<file path="src/rtl/fdma_rd_engine.sv">
// Read-side FDMA engine: turns FDMA read requests into AXI4 INCR read bursts limited by
// the maximum burst length and 4 KB pages, and streams the returned beats to the consumer.
module fdma_rd_engine #(
  parameter int         AXI_DATA_WIDTH    = 128,
  parameter int         AXI_ADDR_WIDTH    = 32,
  parameter int         AXI_MAX_BURST_LEN = 64,
  parameter logic [3:0] AXI_ID            = 4'd0
) (
  input  logic                      I_ui_clk,
  input  logic                      I_ui_rstn,
  input  logic [AXI_ADDR_WIDTH-1:0] I_fdma_raddr,
  input  logic                      I_fdma_rareq,
  input  logic [15:0]               I_fdma_rsize,
  output logic                      O_fdma_rbusy,
  output logic [AXI_DATA_WIDTH-1:0] O_fdma_rdata,
  output logic                      O_fdma_rvalid,
  input  logic                      I_fdma_rready,
  output logic                      O_fdma_rerr,
  output logic [3:0]                O_axi_arid,
  output logic [AXI_ADDR_WIDTH-1:0] O_axi_araddr,
  output logic [7:0]                O_axi_arlen,
  output logic [2:0]                O_axi_arsize,
  output logic [1:0]                O_axi_arburst,
  output logic                      O_axi_arvalid,
  input  logic                      I_axi_arready,
  input  logic [3:0]                I_axi_rid,
  input  logic [AXI_DATA_WIDTH-1:0] I_axi_rdata,
  input  logic [1:0]                I_axi_rresp,
  input  logic                      I_axi_rlast,
  input  logic                      I_axi_rvalid,
  output logic                      O_axi_rready
);
  localparam int                        BPB        = AXI_DATA_WIDTH / 8;
  localparam int                        LG_BPB     = $clog2(BPB);
  localparam logic [15:0]               MAX_LEN    = 16'(AXI_MAX_BURST_LEN);
  localparam logic [AXI_ADDR_WIDTH-1:0] ALIGN_MASK = ~(AXI_ADDR_WIDTH'(BPB - 1));

  localparam logic [1:0] S_IDLE = 2'd0;
  localparam logic [1:0] S_AR   = 2'd1;
  localparam logic [1:0] S_R    = 2'd2;
  localparam logic [1:0] S_DONE = 2'd3;

  logic [1:0]                state_q, state_d;
  logic [AXI_ADDR_WIDTH-1:0] cur_addr_q, cur_addr_d;
  logic [15:0]               remain_q, remain_d;
  logic [8:0]                beat_cnt_q, beat_cnt_d;
  logic [8:0]                len_q, len_d;
  logic                      rerr_q, rerr_d;

  logic [12:0] page_beats;
  logic [15:0] len_w;
  logic [8:0]  burst_len;
  logic        ar_hs, r_hs, last_beat, beat_err;

  // Burst length: smallest of remaining beats, max burst and beats left in the 4 KB page.
  always_comb begin
    page_beats = (13'd4096 - {1'b0, cur_addr_q[11:0]}) >> LG_BPB;
    len_w      = remain_q;
    if (MAX_LEN < len_w) len_w = MAX_LEN;
    if ({3'd0, page_beats} < len_w) len_w = {3'd0, page_beats};
  end
  assign burst_len = 9'(len_w);

  assign O_fdma_rbusy  = (state_q != S_IDLE);
  assign O_axi_arvalid = (state_q == S_AR);
  assign O_axi_araddr  = O_axi_arvalid ? cur_addr_q : '0;
  assign O_axi_arlen   = O_axi_arvalid ? 8'(burst_len - 9'd1) : 8'd0;
  assign O_axi_arid    = AXI_ID;
  assign O_axi_arsize  = 3'(LG_BPB);
  assign O_axi_arburst = 2'b01;
  assign O_axi_rready  = (state_q == S_R) & I_fdma_rready;
  assign O_fdma_rvalid = (state_q == S_R) & I_axi_rvalid & I_fdma_rready;
  assign O_fdma_rdata  = I_axi_rdata;
  assign O_fdma_rerr   = rerr_q;

  assign ar_hs     = O_axi_arvalid & I_axi_arready;
  assign r_hs      = O_axi_rready & I_axi_rvalid;
  assign last_beat = (beat_cnt_q == 9'd1);
  // rlast is judged against our own beat count, not trusted for sequencing.
  assign beat_err  = (I_axi_rresp == 2'b10) | (I_axi_rresp == 2'b11) |
                     (I_axi_rlast != last_beat) | (I_axi_rid != AXI_ID);

  always_comb begin
    state_d    = state_q;
    cur_addr_d = cur_addr_q;
    remain_d   = remain_q;
    beat_cnt_d = beat_cnt_q;
    len_d      = len_q;
    rerr_d     = rerr_q;
    case (state_q)
      S_IDLE: begin
        if (I_fdma_rareq && (I_fdma_rsize != 16'd0)) begin
          cur_addr_d = I_fdma_raddr & ALIGN_MASK;
          remain_d   = I_fdma_rsize;
          rerr_d     = 1'b0;
          state_d    = S_AR;
        end
      end
      S_AR: begin
        if (ar_hs) begin
          beat_cnt_d = burst_len;
          len_d      = burst_len;
          state_d    = S_R;
        end
      end
      S_R: begin
        if (r_hs) begin
          beat_cnt_d = beat_cnt_q - 9'd1;
          remain_d   = remain_q - 16'd1;
          if (beat_err) rerr_d = 1'b1;
          if (last_beat) begin
            cur_addr_d = cur_addr_q + (AXI_ADDR_WIDTH'(len_q) << LG_BPB);
            state_d    = (remain_q != 16'd1) ? S_AR : S_DONE;
          end
        end
      end
      default: state_d = S_IDLE;
    endcase
  end

  always_ff @(posedge I_ui_clk or negedge I_ui_rstn) begin
    if (!I_ui_rstn) begin
      state_q    <= S_IDLE;
      cur_addr_q <= '0;
      remain_q   <= '0;
      beat_cnt_q <= '0;
      len_q      <= '0;
      rerr_q     <= 1'b0;
    end else begin
      state_q    <= state_d;
      cur_addr_q <= cur_addr_d;
      remain_q   <= remain_d;
      beat_cnt_q <= beat_cnt_d;
      len_q      <= len_d;
      rerr_q     <= rerr_d;
    end
  end
endmodule

</file>
<file path="config.mk">
export PLATFORM = sky130hd
export DESIGN_NAME = fdma_rd_engine
export DESIGN_NICKNAME = d
export VERILOG_FILES = /design/src/rtl/fdma_rd_engine.sv
export SDC_FILE = /design/constraint.sdc
export NUM_CORES = 1
export LEC_CHECK = 0
export ABC_AREA = 1
export CORE_AREA = 2 2 146 148
export CTS_BUF_LIST = sky130_fd_sc_hd__clkbuf_4
export CTS_CLUSTER_SIZE = 16
export DETAILED_ROUTE_END_ITERATION = 16
export DIE_AREA = 0 0 148 150
export GPL_ROUTABILITY_DRIVEN = 0
export PLACE_DENSITY = 0.7
export SLEW_MARGIN = 20
export SYNTH_ARGS = -nofsm -noshare
export SYNTH_HDL_FRONTEND = slang
export SYNTH_SLANG_ARGS = --single-unit
</file>
<file path="constraint.sdc">
create_clock -name I_ui_clk -period 5 [get_ports I_ui_clk]
set_input_delay 0.75 -clock I_ui_clk [delete_from_list [all_inputs] [get_ports I_ui_clk]]
set_output_delay 0.75 -clock I_ui_clk [all_outputs]
set_load 0.005 [all_outputs]
</file>
== Word level (Yosys, flattened, before mapping) ==
Index checks and enable logic that the tools add are counted.
Word-level totals
  bits in registers: 69
  input port bits: 189
  output and inout port bits: 182
  word-level logic and storage cells: 70
Cells by class
  add/subtract/negate cells: 5
  $lt $le $gt $ge: 2
  equal/unequal tests: 12
  muxes and demuxes: 24
  bitwise gates (word level): 8
  reductions and logical operators: 13
Operators by type and width (count)
  $mux 32: 4
  $pmux 32 s2: 1
  $mux 16: 3
  $add 32x13->32: 1
  $pmux 16 s2: 1
  $mux 9: 3
  $pmux 9 s2: 1
  $lt 7x16->1 const A: 1
  $lt 9x16->1: 1
  $ne 16x1->1 const B: 1
  $reduce_bool 16->1: 1
  $sub 16x1->16 const B: 1
  $sub 13x12->13 const A: 1
  $reduce_and 4->1: 3
  $mux 2: 5
  $eq 9x1->1 const B: 1
  $sub 9x1->9 const B: 1
  $mux 8: 1
  $ne 2x2->1 const B: 4
  $sub 8x1->8 const B: 1
  $eq 2x2->1 const B: 3
  $pmux 2 s3: 1
  $reduce_and 3->1: 2
  $reduce_bool 2->1: 3
  other kinds (11): 19

== Logic depth before layout (Yosys ltp) ==
  depth after elaboration: 7
  mapped depth: 26
  depth with buffers taken out: 25

== Worst setup path after synthesis ==
Ideal clock, no wire load.
  path type: register to output
  start point: register cur_addr_q[6]
  end point: output port O_axi_arlen[2]
  arrival time: 3.029 ns
  required time: 4.250 ns
  setup slack: 1.221 ns
  cell stages (with the launch flop): 19
  buffers on the path: 1
  path through: dfrtp_1 nor3_1 inv_1 nor3_1 xor2_1 inv_1 ha_1 a21oi_1 nor2_1 a211oi_1 nand2_1 nand2_2 nand2_2 buf_6 nand2_1 o21ai_1 ha_1 or2_2 a21oi_1
On the way
  cells in the longest elaborated chain, start to end: 5
Ends and longest elaborated chain
  from (decl): RTL line 44  | logic [AXI_ADDR_WIDTH-1:0] cur_addr_q, cur_addr_d;
  from (signal assigned): RTL line 131  | cur_addr_q <= cur_addr_d;
  $sub 13x12->13 (*): RTL line 57  | page_beats = (13'd4096 - {1'b0, cur_addr_q[11:0]}) >> LG_BPB;
  $lt 9x16->1: RTL line 60  | if ({3'd0, page_beats} < len_w) len_w = {3'd0, page_beats};
  $mux 9 (*): RTL line 60
  $sub 8x1->8 (*): RTL line 67  | assign O_axi_arlen = O_axi_arvalid ? 8'(burst_len - 9'd1) : 8'd0;
  $mux 8 (*): RTL line 67
  to (decl): RTL line 21  | output logic [7:0] O_axi_arlen,
Every way passes the cells marked *; elsewhere a longest branch is shown, timed or not.

== Worst setup path after layout ==
  start point: register cur_addr_q[4]
  end point: output port O_axi_arlen[5]
The elaborated chain is that of the path after synthesis.

==> flow_metrics.tcl <==
set metrics [dict create \
    slew_headroom_pct 37.9 \
    clock_latency_ns 0.43 \
    final_core_util_pct 32.3 \
    start_kind "flip-flop" \
    top_layer_used "met4" \
    fin_crit_ns 4.69 \
    ys.flop_type "dfrtp_1" \
    ioPinCount 371 \
    final_max_slew_viol_count 0 \
    coreArea_um2 20700 \
    grt_pass1_vias 5345 \
    synth.area.top_cells "dfrtp_1 (26%), buf_4 (17%), nand2_1 (9.8%), nor2_1 (6.8%), inv_1 (6.3%)" \
    pre_cts_slack_ns 0.305 \
    cts_htree_levels 3 \
    final_area_um2 6680 \
    final_antenna_net_count 0 \
    grt_pass1_wl_um 27100 \
    cts.clk_slew.worst_paths_ns 0.11 \
    ff2ff_setup_slack_ns 1.77 \
    fmax_ghz 0.213 \
    setup_tns_ns 0 \
    cp.arrival_ns 3.94 \
    cts-root-buf "clkbuf_4" \
    p_comb_share_pct 66.2 \
    syn_area_per_cell_um2 6.76 \
    worst_pin_slew_ns 0.931 \
    antenna_found_initial 1 \
    final_common_cell "nand2_1" \
    ys_ff_latch 65 \
    wire_per_inst_um 14.7 \
    power_density_nw_per_um2 610 \
    stdcell_count 1168 \
    cts.sinks 65 \
    cts_buffer_depth 2 \
    placed_cells_incl_taps 1149 \
    holdBufCountCts 0 \
    worst_slack_ns 0.308 \
    initial_core_util_pct 30.2 \
    power_mw 4.07 \
    status "completed" \
    worstRegToRegCells 11 \
    grt_max_degree 64 \
    setup-violations-final 0 \
    skew_ns 0.00960 \
    synthArstFlopShare_pct 100 \
    routed-wl-met2_um 7460 \
    hp-class "input port to asynchronous set/reset pin" \
    avgViaCountPerCell 4.80 \
    ys_types 47 \
    syn2layout_area_growth_pct 6.76 \
    cp_max_fo 11 \
    peakVddDrop_v 0.000203 \
    p_clk_share_pct 7.5 \
    postCtsSetupRepairBufs 0 \
    seqPwrFrac_pct 26.4 \
    met3WireLength_um 1120 \
    required_ns 4.25 \
    die_h_um 150 \
    synthCells 925 \
    dpl.hpwl_um 13100 \
    endpoint_kind "output pin" \
    synth_top_area_share_pct 26.0 \
    drt_iter0_markers 431 \
    yosysSeqAreaShare_pct 26.0 \
    r2r_start "state_q[0]" \
    maxCapViolCount 0 \
    drc_errors 0 \
    fp.dieArea_um2 22200 \
    synth_enable_flop_cells 0 \
    die_w_um 148 \
    p_sw_mw 2.17 \
    path_class "flip-flop to output pin" \
    whs_ns 0.208 \
    cts_buffers 9 \
    routed_wl_um 17200 \
    drive_above_1_share_pct 6.73 \
    num_vias 5604 \
    grt_overflow 0 \
    ys_warn_count 0 \
    layout_common_cells "nand2_1 (156), nor2_1 (112), inv_1 (101), clkdlybuf4s50_1 (93), dfrtp_1 (65)" \
    num_rows 53 \
    hold_viol 0 \
    yosys.area.top_type "dfrtp_1" \
    port_buffers 96 \
    place_area_um2 6460 \
    reg2reg_to "cur_addr_q[9]" \
    cts_tree "yes" \
    mappedNetlistArea_um2 6260 \
    p_leak_nw 3.03 \
    drtPass1Iterations 5 \
    grt_usage_pct 15.2 \
    fin_nets 1102 \
    switching_share_pct 53.4 \
    fin_crit_sh_pct 93.8 \
    met1_length_um 8070 \
    intPower_mw 1.90 \
]
-- kinds of logic after synthesis --
group | synth area share, %
other | 0.120
XOR/XNOR | 2.38
AND/OR/NAND/NOR | 25.0
buffers and inverters | 25.4
flip-flops | 26.0
AO/OA/AOI/OAI | 15.7
adder cells (fa/ha/maj) | 5.32
-- sequential cells by signal (all words and copies together) (netlist names) --
signal       count
cur_addr_q      28
remain_q        16
beat_cnt_q       9
len_q            9
state_q          2
O_fdma_rerr      1
-- critical path, cell delays in order, from the launching register on --
cell and delay (ns):
dfrtp_1 0.49, nor3_2 0.24, inv_1 0.09, nor3_2 0.20
xor2_1 0.23, inv_1 0.07, ha_1 0.31, a21oi_1 0.15
nor2_1 0.06, a211oi_2 0.15, nand2_1 0.12, nand2_4 0.12
nand2_4 0.12, nand2_2 0.11, nand2_2 0.10, nand2_2 0.11
nor2_1 0.05, nand3_1 0.06, nand2_1 0.05, nor2_1 0.16
clkdlybuf4s50_1 0.53
-- power by group through the flow --
stage / logic (mW) / clock network [mW] / registers [mW]
6_report: 2.69 / 0.305 / 1.07
5_1_grt: 3.06 / 0.340 / 1.11
4_1_cts: 2.61 / 0.316 / 1.07
3_5_place_dp: 2.59 / 0 / 1.07
3_3_place_gp: 2.55 / 0 / 1.06
2_1_floorplan: 1.96 / 0 / 0.989
-- worst max-delay path by stage --
| stage | startpoint | endpoint | cells after the start |
|---|---|---|---|
| floorplan | cur_addr_q[6] | O_axi_arlen[2] | 18 |
| global placement | cur_addr_q[6] | O_axi_arlen[4] | 19 |
| detailed placement | cur_addr_q[6] | O_axi_arlen[4] | 19 |
| CTS | remain_q[0] | O_axi_arlen[2] | 22 |
| global route | remain_q[0] | O_axi_arlen[6] | 23 |
| finish | cur_addr_q[4] | O_axi_arlen[5] | 20 |
-- area by class of cell --
type                    instances  area [um2]
clock buffers                  11        82.6
inverters                     112         420
well taps                     275         344
repair buffers                102        1030
flip-flops and latches         65        1630
fillers                      2295       14000
multi-input cells             597        3150
diodes                          1        2.50
clock inverters                 5        22.5
-- what timing repair did --
action	4_1_cts	5_1_grt
pin swaps	0	1
gates resized for setup	4	19
endpoints found under the setup margin	2	7
-- synth_stat cells, types with 2 or more instances --
library cell / count
nand2_1: 163
buf_4: 143
nor2_1: 113
inv_1: 105
dfrtp_1: 65
o21ai_0: 64
nand3_1: 45
a21oi_1: 32
ha_1: 25
o21ai_1: 17
clkbuf_1: 15
xor2_1: 15
nor3_1: 13
o211ai_1: 12
a31oi_1: 11
nand4_1: 11
o22ai_1: 11
nor4_1: 8
inv_2: 6
nor2_2: 5
a22oi_1: 4
buf_2: 3
nor2_4: 3
o221ai_1: 3
o311ai_0: 3
o31ai_1: 3
a211oi_1: 2
buf_6: 2
conb_1: 2
nand2_2: 2
or2_2: 2
xnor2_1: 2
-- routing by layer --
| metal | global-route usage, % | vias to the layer above |
|---|---|---|
| met5 | 0 | - |
| met4 | 7.67 | 0 |
| li1 | - | 2797 |
| met2 | 22.6 | 184 |
| met1 | 20.8 | 2575 |
| met3 | 3.29 | 48 |
No activity file was read; power rests on OpenSTA's default activity.
